`config.mk`:
```
export PLATFORM = sky130hd
export DESIGN_NAME = serial_word_loader_flat
export DESIGN_NICKNAME = d
export VERILOG_FILES = /design/src/rtl/serial_word_loader_pkg.sv /design/src/rtl/serial_word_loader_if.sv /design/src/rtl/serial_word_loader_shift_accum.sv /design/src/rtl/serial_word_loader.sv /design/src/flat_wrapper.sv
export SDC_FILE = /design/constraint.sdc
export NUM_CORES = 1
export LEC_CHECK = 0
export ABC_CLOCK_PERIOD_IN_PS = 2300
export BUFFER_PORTS_ARGS = -buffer_cell sky130_fd_sc_hd__buf_4
export CAP_MARGIN = 25
export CORE_MARGIN = 2
export CORE_UTILIZATION = 45
export DETAILED_ROUTE_END_ITERATION = 8
export PLACE_DENSITY = 0.66
export SLEW_MARGIN = 20
export SYNTH_ARGS = -nofsm -noshare
export SYNTH_HDL_FRONTEND = slang
export SYNTH_HIERARCHICAL = 1
export SYNTH_SLANG_ARGS = --single-unit
```
`constraint.sdc`:
```
create_clock -name clk -period 2.3 [get_ports clk]
set_clock_uncertainty 0.1 [all_clocks]
set_input_delay 0.345 -clock clk [delete_from_list [all_inputs] [get_ports clk]]
set_output_delay 0.345 -clock clk [all_outputs]
set_load 0.01 [all_outputs]
```
`src/rtl/serial_word_loader_pkg.sv`:
```
// Shared types and helpers for the serial word loader.
// The parity option is selected by the SERIAL_WORD_LOADER_PARITY_EN macro.
// That macro is read in the top module.
package serial_loader_pkg;

  // FSM state encoding. The fourth code is unused and recovers to IDLE.
  typedef enum logic [1:0] {
    ST_IDLE  = 2'd0,
    ST_SHIFT = 2'd1,
    ST_HOLD  = 2'd2
  } state_t;

  // Number of serial bits in one frame: the data bits, plus one parity bit
  // when parity is enabled.
  function automatic int frame_len(input int width, input bit parity_en);
    return parity_en ? width + 1 : width;
  endfunction

endpackage

```
`src/rtl/serial_word_loader_if.sv`:
```
// Handshake and serial-stream bundle for serial_word_loader.
// The master modport is the producer of the stream and the consumer of the
// word. The slave modport is the loader itself.
interface serial_word_loader_if #(
  parameter int WIDTH = 8
);
  logic             start;
  logic             bit_valid;
  logic             sdata;
  logic             out_ready;
  logic             out_valid;
  logic [WIDTH-1:0] out_data;
  logic             busy;
  logic             out_perr;

  modport master (
    output start, bit_valid, sdata, out_ready,
    input  out_valid, out_data, busy, out_perr
  );

  modport slave (
    input  start, bit_valid, sdata, out_ready,
    output out_valid, out_data, busy, out_perr
  );
endinterface

```
`src/rtl/serial_word_loader_shift_accum.sv`:
```
// shift_accum: a WIDTH-bit shift register with a synchronous clear and a
// shift enable. MSB_FIRST selects which end new bits enter from.
// o_next is the value the register takes at the next edge when no clear is
// applied. The top latches the completed word from o_next on the same edge
// that the last bit arrives.
module shift_accum #(
  parameter int WIDTH     = 8,
  parameter bit MSB_FIRST = 1'b1
) (
  input  logic             clk,
  input  logic             rst_n,
  input  logic             i_clear,
  input  logic             i_shift_en,
  input  logic             i_din,
  output logic [WIDTH-1:0] o_next
);

  logic [WIDTH-1:0] r_q;
  logic [WIDTH-1:0] w_shifted;

  // Next value of the register: shift the new bit in, or hold the current value.
  always_comb begin
    // NOTE: each always_comb output is assigned a default first, so that no path leaves it unassigned and infers a latch.
    w_shifted = r_q;
    if (MSB_FIRST) w_shifted = {r_q[WIDTH-2:0], i_din};
    else           w_shifted = {i_din, r_q[WIDTH-1:1]};
    o_next = i_shift_en ? w_shifted : r_q;
  end

  // Register update. Clear has priority over shift.
  always_ff @(posedge clk) begin
    // NOTE: reset here is synchronous (sampled on clk), and all state uses non-blocking <= so every flop sees pre-edge values.
    if (!rst_n)       r_q <= '0;
    else if (i_clear) r_q <= '0;
    else              r_q <= o_next;
  end

endmodule

```
`src/rtl/serial_word_loader.sv`:
```
// serial_word_loader: assembles a serial bit stream into a WIDTH-bit word.
// The word is presented with a valid/ready handshake.
// Define SERIAL_WORD_LOADER_PARITY_EN to append an even parity bit to each
// frame and to report out_perr.
module serial_word_loader
  import serial_loader_pkg::*;
#(
  parameter int WIDTH     = 8,
  parameter bit MSB_FIRST = 1'b1
) (
  input logic                clk,
  input logic                rst_n,
  serial_word_loader_if.slave bus
);

`ifdef SERIAL_WORD_LOADER_PARITY_EN
  localparam bit PARITY_EN = 1'b1;
`else
  localparam bit PARITY_EN = 1'b0;
`endif

  localparam int FRAME_LEN = frame_len(WIDTH, PARITY_EN);
  localparam int CNT_W     = $clog2(WIDTH + 2);
  localparam logic [CNT_W-1:0] LAST_CNT  = CNT_W'(FRAME_LEN - 1);
  localparam logic [CNT_W-1:0] DATA_LAST = CNT_W'(WIDTH - 1);

  state_t           r_state;
  logic [CNT_W-1:0] r_cnt;
  logic             r_out_valid;
  logic [WIDTH-1:0] r_out_data;
  logic             r_busy;

  logic             w_take;
  logic             w_last;
  logic             w_shift_en;
  logic             w_clear;
  logic [WIDTH-1:0] w_word;

  // A frame bit is taken only in SHIFT and only when no restart is requested.
  // Only data bits enter the shift register; the parity bit does not.
  always_comb begin
    w_take     = (r_state == ST_SHIFT) && !bus.start && bus.bit_valid;
    w_last     = w_take && (r_cnt == LAST_CNT);
    w_shift_en = w_take && (r_cnt <= DATA_LAST);
    w_clear    = bus.start && ((r_state != ST_HOLD) || bus.out_ready);
  end

  shift_accum #(
    .WIDTH     (WIDTH),
    .MSB_FIRST (MSB_FIRST)
  ) u_shift_accum (
    .clk        (clk),
    .rst_n      (rst_n),
    .i_clear    (w_clear),
    .i_shift_en (w_shift_en),
    .i_din      (bus.sdata),
    .o_next     (w_word)
  );

  // Main FSM, bit counter and output word/handshake registers.
  always_ff @(posedge clk) begin
    if (!rst_n) begin
      r_state     <= ST_IDLE;
      r_cnt       <= '0;
      r_out_valid <= 1'b0;
      r_out_data  <= '0;
      r_busy      <= 1'b0;
    end else begin
      case (r_state)
        ST_IDLE: begin
          if (bus.start) begin
            r_state <= ST_SHIFT;
            r_cnt   <= '0;
            r_busy  <= 1'b1;
          end
        end
        ST_SHIFT: begin
          if (bus.start) begin
            r_cnt <= '0;
          end else if (bus.bit_valid) begin
            r_cnt <= r_cnt + 1'b1;
            if (w_last) begin
              r_state     <= ST_HOLD;
              r_busy      <= 1'b0;
              r_out_valid <= 1'b1;
              r_out_data  <= w_word;
            end
          end
        end
        ST_HOLD: begin
          if (bus.out_ready) begin
            r_out_valid <= 1'b0;
            if (bus.start) begin
              r_state <= ST_SHIFT;
              r_cnt   <= '0;
              r_busy  <= 1'b1;
            end else begin
              r_state <= ST_IDLE;
            end
          end
        end
        default: begin
          r_state     <= ST_IDLE;
          r_busy      <= 1'b0;
          r_out_valid <= 1'b0;
        end
      endcase
    end
  end

`ifdef SERIAL_WORD_LOADER_PARITY_EN
  logic r_perr;

  // Parity check on the final (parity) bit. The result is loaded together
  // with the word.
  always_ff @(posedge clk) begin
    if (!rst_n)      r_perr <= 1'b0;
    else if (w_last) r_perr <= (^w_word) ^ bus.sdata;
  end

  assign bus.out_perr = r_perr;
`else
  assign bus.out_perr = 1'b0;
`endif

  assign bus.out_valid = r_out_valid;
  assign bus.out_data  = r_out_data;
  assign bus.busy      = r_busy;

endmodule

```
`src/flat_wrapper.sv`:
```
// flat-port wrapper written by rule: the top's interface ports become plain ports
module serial_word_loader_flat import serial_loader_pkg::*;
#(
  parameter int WIDTH     = 8,
  parameter bit MSB_FIRST = 1'b1
)
  (clk, rst_n, bus_start, bus_bit_valid, bus_sdata, bus_out_ready, bus_out_valid, bus_out_data, bus_busy, bus_out_perr);
  serial_word_loader_if #(.WIDTH(WIDTH)) bus_i ();
  input logic clk;
  input logic rst_n;
  input wire logic [$bits(bus_i.start)-1:0] bus_start;
  input wire logic [$bits(bus_i.bit_valid)-1:0] bus_bit_valid;
  input wire logic [$bits(bus_i.sdata)-1:0] bus_sdata;
  input wire logic [$bits(bus_i.out_ready)-1:0] bus_out_ready;
  output wire logic [$bits(bus_i.out_valid)-1:0] bus_out_valid;
  output wire logic [$bits(bus_i.out_data)-1:0] bus_out_data;
  output wire logic [$bits(bus_i.busy)-1:0] bus_busy;
  output wire logic [$bits(bus_i.out_perr)-1:0] bus_out_perr;
  assign bus_i.start = bus_start;
  assign bus_i.bit_valid = bus_bit_valid;
  assign bus_i.sdata = bus_sdata;
  assign bus_i.out_ready = bus_out_ready;
  assign bus_out_valid = bus_i.out_valid;
  assign bus_out_data = bus_i.out_data;
  assign bus_busy = bus_i.busy;
  assign bus_out_perr = bus_i.out_perr;
  serial_word_loader #(.WIDTH(WIDTH), .MSB_FIRST(MSB_FIRST)) u_core (.clk(clk), .rst_n(rst_n), .bus(bus_i));
endmodule
```
Yosys cells after proc, flatten, opt, wreduce, memory -nomap -nowiden. Cells that the tools add are included.

Flip-flop bits (word level): 24. Latch bits: 0. Memory bits (writable): 0. ROM bits: 0. Memories: 0.

Equal/unequal tests: 10. Reduce and logical (&&, ||, !) cells: 15. Magnitude comparators: 1. Bitwise operators: 3. Shifts and indexed selects: 0. Div/mod/pow operators: 0. Multipliers: 0. $add $sub $neg: 1. Mux-type cells: 24.

Operator list (number): $mux W4 (4); $pmux W4 S3 (1); $mux W1 (10); $mux W2 (5); $ne A2 B2 Y1 const B (5); $reduce_and A5 Y1 (2); $mux W8 (1); $reduce_and A4 Y1 (2); $pmux W1 S3 (2); $pmux W2 S3 (1); $logic_and A1 B1 Y1 (5); $add A4 B1 Y4 const B (1); $eq A4 B3 Y1 const B (1); $le A4 B3 Y1 const B (1); $ne A3 B3 Y1 const B (1); $not A1 Y1 (3); $reduce_and A3 Y1 (1); $reduce_bool A3 Y1 (1); $eq A2 B1 Y1 const B (1); $eq A2 B2 Y1 const B (1); $logic_not A2 Y1 (1); $ne A2 B1 Y1 const B (1); $reduce_or A2 Y1 (1); $logic_not A1 Y1 (1); $logic_or A1 B1 Y1 (1).

Logic depth before layout (Yosys ltp).
Word-level depth: 8. Depth in mapped cells: 6.

Hierarchy. Netlist, hierarchy kept.

Modules (own cells, without submodules): serial_word_loader (cells an instance 86, instances 1, seq. area each 320.3 sq um, area an instance 726.9 sq um); shift_accum (cells an instance 26, instances 1, seq. area each 160.2 sq um, area an instance 355.3 sq um).

Worst setup path after synthesis. Ideal clock, no wire load.

Path kind: register to register. From: register u_core.r_state[1]. To: register u_core.u_shift_accum.r_q[0]. Setup time: 127 ps. Setup slack: 641 ps. Arrival time: 1432 ps. Cell stages (with the launch flop): 6. Buffers on the path: 1. Clock period less this slack: 1659 ps. Path through: dfxtp_1 -> or3_4 -> nor2_1 -> buf_6 -> mux2_4 -> nor2b_1.

Longest elaborated chain between the ends: 5. Elaborated cells on any way between the ends: 9.

Ends and longest elaborated chain: start, declared (line serial_word_loader.sv:27) `state_t r_state;`; start signal, assigned (line serial_word_loader.sv:63) `r_state <= ST_IDLE;`; start signal, assigned (line serial_word_loader.sv:72) `r_state <= ST_SHIFT;`; start signal, assigned (line serial_word_loader.sv:83) `r_state <= ST_HOLD;`; $eq A2 B1 Y1 (line serial_word_loader.sv:42) `w_take = (r_state == ST_SHIFT) && !bus.start && bus.bit_valid;`; $logic_and A1 B1 Y1 (2 in a row) (line serial_word_loader.sv:42); $logic_and A1 B1 Y1 (line serial_word_loader.sv:44) `w_shift_en = w_take && (r_cnt <= DATA_LAST);`; named net u_core.w_shift_en (line serial_word_loader.sv:35) `logic w_shift_en;`; $mux W8 (line serial_word_loader_shift_accum.sv:27) `o_next = i_shift_en ? w_shifted : r_q;`; named net u_core.w_word[0] (line serial_word_loader.sv:37) `logic [WIDTH-1:0] w_word;`; end signal, assigned (line serial_word_loader_shift_accum.sv:35) `else r_q <= o_next;`; end, declared (line serial_word_loader_shift_accum.sv:18) `logic [WIDTH-1:0] r_q;`.

The timed path passes the listed nets, and every way through them passes these cells. A chain may end at the register's enable or synchronous reset.

Worst setup path in the final report.
From: register u_core.r_state[1]. To: register u_core.u_shift_accum.r_q[3].

Same word-level chain as after synthesis.

==> impl_metrics.json <==
{
  "status": "complete, no violations",
  "clockBufferDepth": 2,
  "setup.worst_path.end_class": "flop",
  "finalSetupViolations": 0,
  "path_max_fanout": 8,
  "busiest_layer": "met2",
  "p_sw_share_pct": 22.7,
  "yosysSeqAreaShare_pct": 44.4,
  "grt_use_total_pct": 14.9,
  "synth_compound_area_share_pct": 11.7,
  "crit_chain": "or3_4, nor2_1, buf_4, mux2_4, nor2b_1",
  "worstPathArrival_ns": 1.86,
  "wl_per_cell_um": 11.5,
  "die_w_um": 53.0,
  "grt_pass1_vias": 756,
  "drt_iter0_markers": 9,
  "ir_drop_v": 0.000315,
  "pwr-share-clk_pct": 31.1,
  "ctsRootBufferMaster": "clkbuf_4",
  "cts-buffers-inserted": 3,
  "insertion_delay_ns": 0.31,
  "place_area_um2": 1200,
  "antenna_left": 0,
  "post-route-drc-count": 0,
  "leakagePower_uw": 0.000492,
  "syn_avg_cell_area_um2": 9.66,
  "antenna_found_initial": 0,
  "syn_to_final_growth_pct": 14.5,
  "row_count": 17,
  "wirelength_mm": 1.80,
  "synthMuxAreaShare_pct": 11.1,
  "cts-resized-gates": 0,
  "hold_ws_ns": 0.258,
  "dieArea_um2": 2810,
  "ys_ff_latch": 24,
  "power_frac_seq_pct": 60.8,
  "internal_power_uw": 543,
  "finalHoldViolations": 0,
  "fin_crit_sh_pct": 76.7,
  "crit_buf_inv": 1,
  "antennaDiodeCount": 0,
  "core_um2": 2230,
  "p_per_area_nw_per_um2": 568,
  "vias": 813,
  "grt_overflow_total": 0,
  "met2_usage_pct": 25.4,
  "ios": 17,
  "synth_async_sr_flop_share_pct": 0,
  "yosys_warnings": 6,
  "routabilityCongestion": 0.714,
  "syn_inst": 112,
  "cts_setup_buffers": 0,
  "final_nets": 136,
  "cts_tree": "yes",
  "ys_types": 31,
  "setup-tns-final_ns": 0,
  "utilization_pct": 55.5,
  "hpwl_mm": 1.30,
  "critPathKind": "reg -> reg",
  "drt-pass1-iter-count": 4,
  "combPwrFrac_pct": 8.0,
  "finish.instance_area_um2": 1240,
  "netlist_area_um2": 1080,
  "p_switching_uw": 160,
  "drive_above_1_share_pct": 26.6,
  "synthesis.nets": 119,
  "clkSinkCount": 24,
  "synth_simple_gate_area_share_pct": 25.2,
  "synth_edf_count": 0,
  "hp-class": "in -> reg",
  "critPathMaxStageDelay_ns": 0.41,
  "hold_buffers": 0,
  "fmax_ghz": 0.567,
  "slew_viol_final": 0,
  "grt_setup_unrepaired": "no",
  "vias_per_cell": 5.21,
  "clk_pin_slew_ns": 0.12,
  "synth-xor-area-share_pct": 0.809,
  "grt_pass1_wl_mm": 3.06,
  "fin_crit_ns": 1.76,
  "start_util_pct": 48.5,
  "critPathLaunchType": "flop",
  "port_buffers": 15,
  "worst_path_max_delay_cell": "or3_4",
  "max-cap-violations": 0,
  "cp_top_family": "simple AND/OR/NAND/NOR gates",
  "ys.flop_type": "dfxtp_1",
  "n_fill_cell": 235,
  "grt_max_degree": 22,
  "grt_util_met3_pct": 2.54,
  "h-tree-depth": 1,
  "use_met1_pct": 17.4,
  "synth_top_family_by_area": "simple AND/OR/NAND/NOR gates",
  "die_y_um": 53.0,
  "synth_adder_area_share_pct": 1.16,
  "cp.required_ns": 2.39
}
[area by class of cell]
| type | count | area [um2] | area share (%) |
|---|---|---|---|
| clock buffers | 4 | 36.3 | 2.93 |
| inverters | 2 | 7.51 | 0.606 |
| multi-input cells | 80 | 544 | 43.9 |
| flip-flops and latches | 24 | 480 | 38.8 |
| well taps | 28 | 35.0 | 2.83 |
| repair buffers | 18 | 135 | 10.9 |
[power groups by stage]
stage | Clock [uW] | Sequential, uW | Combinational, uW
global route | 245 | 429 | 63.4
CTS | 228 | 428 | 57.2
global placement | 0 | 437 | 56.3
floorplan | 0 | 436 | 41.4
detailed placement | 0 | 437 | 57.2
finish | 219 | 428 | 56.6
[routing by layer]
layer  up-vias  share of wire (%)  wire length (um)
met1       382                 47               854
met5         -                  0                 0
met3         2                3.6                65
met4         0               0.78                14
li1        415                  -                 -
met2        14                 48               863
[sequential cells by signal, summed over array words and instances (netlist names)]
register / count
u_core/r_cnt: 4
u_core/u_shift_accum/r_q: 8
u_core/bus.out_valid: 1
u_core/bus.busy: 1
u_core/r_state: 2
u_core/bus.out_data: 8
[per-stage QoR]
stage          worst slack, ns  cells  power [uW]
5_1_grt                  0.425    156         738
4_1_cts                  0.529    156         713
2_1_floorplan            0.641    112         478
3_5_place_dp             0.489    152         494
6_report                 0.537    156         703
3_3_place_gp             0.504    152         493
[Yosys cell counts (all sizes together), types with 5 or more instances]
cell	n	area, um2
o21ai	11	55.1
dfxtp	24	480
mux2	8	120
buf	5	46.3
nand2	14	52.6
nor2	5	18.8
nor2b	11	76.3
nand3	11	55.1
[worst reg2reg max path, delay by kind of cell, from the launching register on]
family	cells	cell delay, ns
buffers and inverters	1	0.20
flip-flops	1	0.40
AND/OR/NAND/NOR	3	0.63
multiplexers	1	0.32
[layout by cell type (no fill, tap or decap), types with 3 or more instances in the layout]
cell / n
buf_4: 18
clkbuf_4: 3
nor2b_1: 10
nand2_1: 14
dfxtp_1: 24
o21ai_0: 4
o21ai_1: 7
nor2_1: 5
nand3_1: 11
mux2_4: 8
[final timing paths]
| check | start | to | slack, ns | cells past startpoint |
|---|---|---|---|---|
| max | u_core/r_state[1]$_SDFFE_PN0P_ | u_core/u_shift_accum/r_q[3]$_SDFF_PP0_ | 0.54 | 5 |
| min | bus_out_ready | u_core/r_state[1]$_SDFFE_PN0P_ | 0.26 | 4 |
| max reg2reg | u_core/r_state[1]$_SDFFE_PN0P_ | u_core/u_shift_accum/r_q[3]$_SDFF_PP0_ | 0.54 | 5 |
| min reg2reg | u_core/bus.out_data[5]$_SDFFE_PN0P_ | u_core/bus.out_data[5]$_SDFFE_PN0P_ | 0.36 | 2 |
[cells by family after synthesis]
kind of cell,after synthesis
AOI/OAI and AO/OA,20
xor gates and xnor gates,1
adders and majority gates,1
buffers and inverters,8
DFF,24
muxes,8
other,1
and+or+nand+nor,49
(Power assumes the default switching activity.)
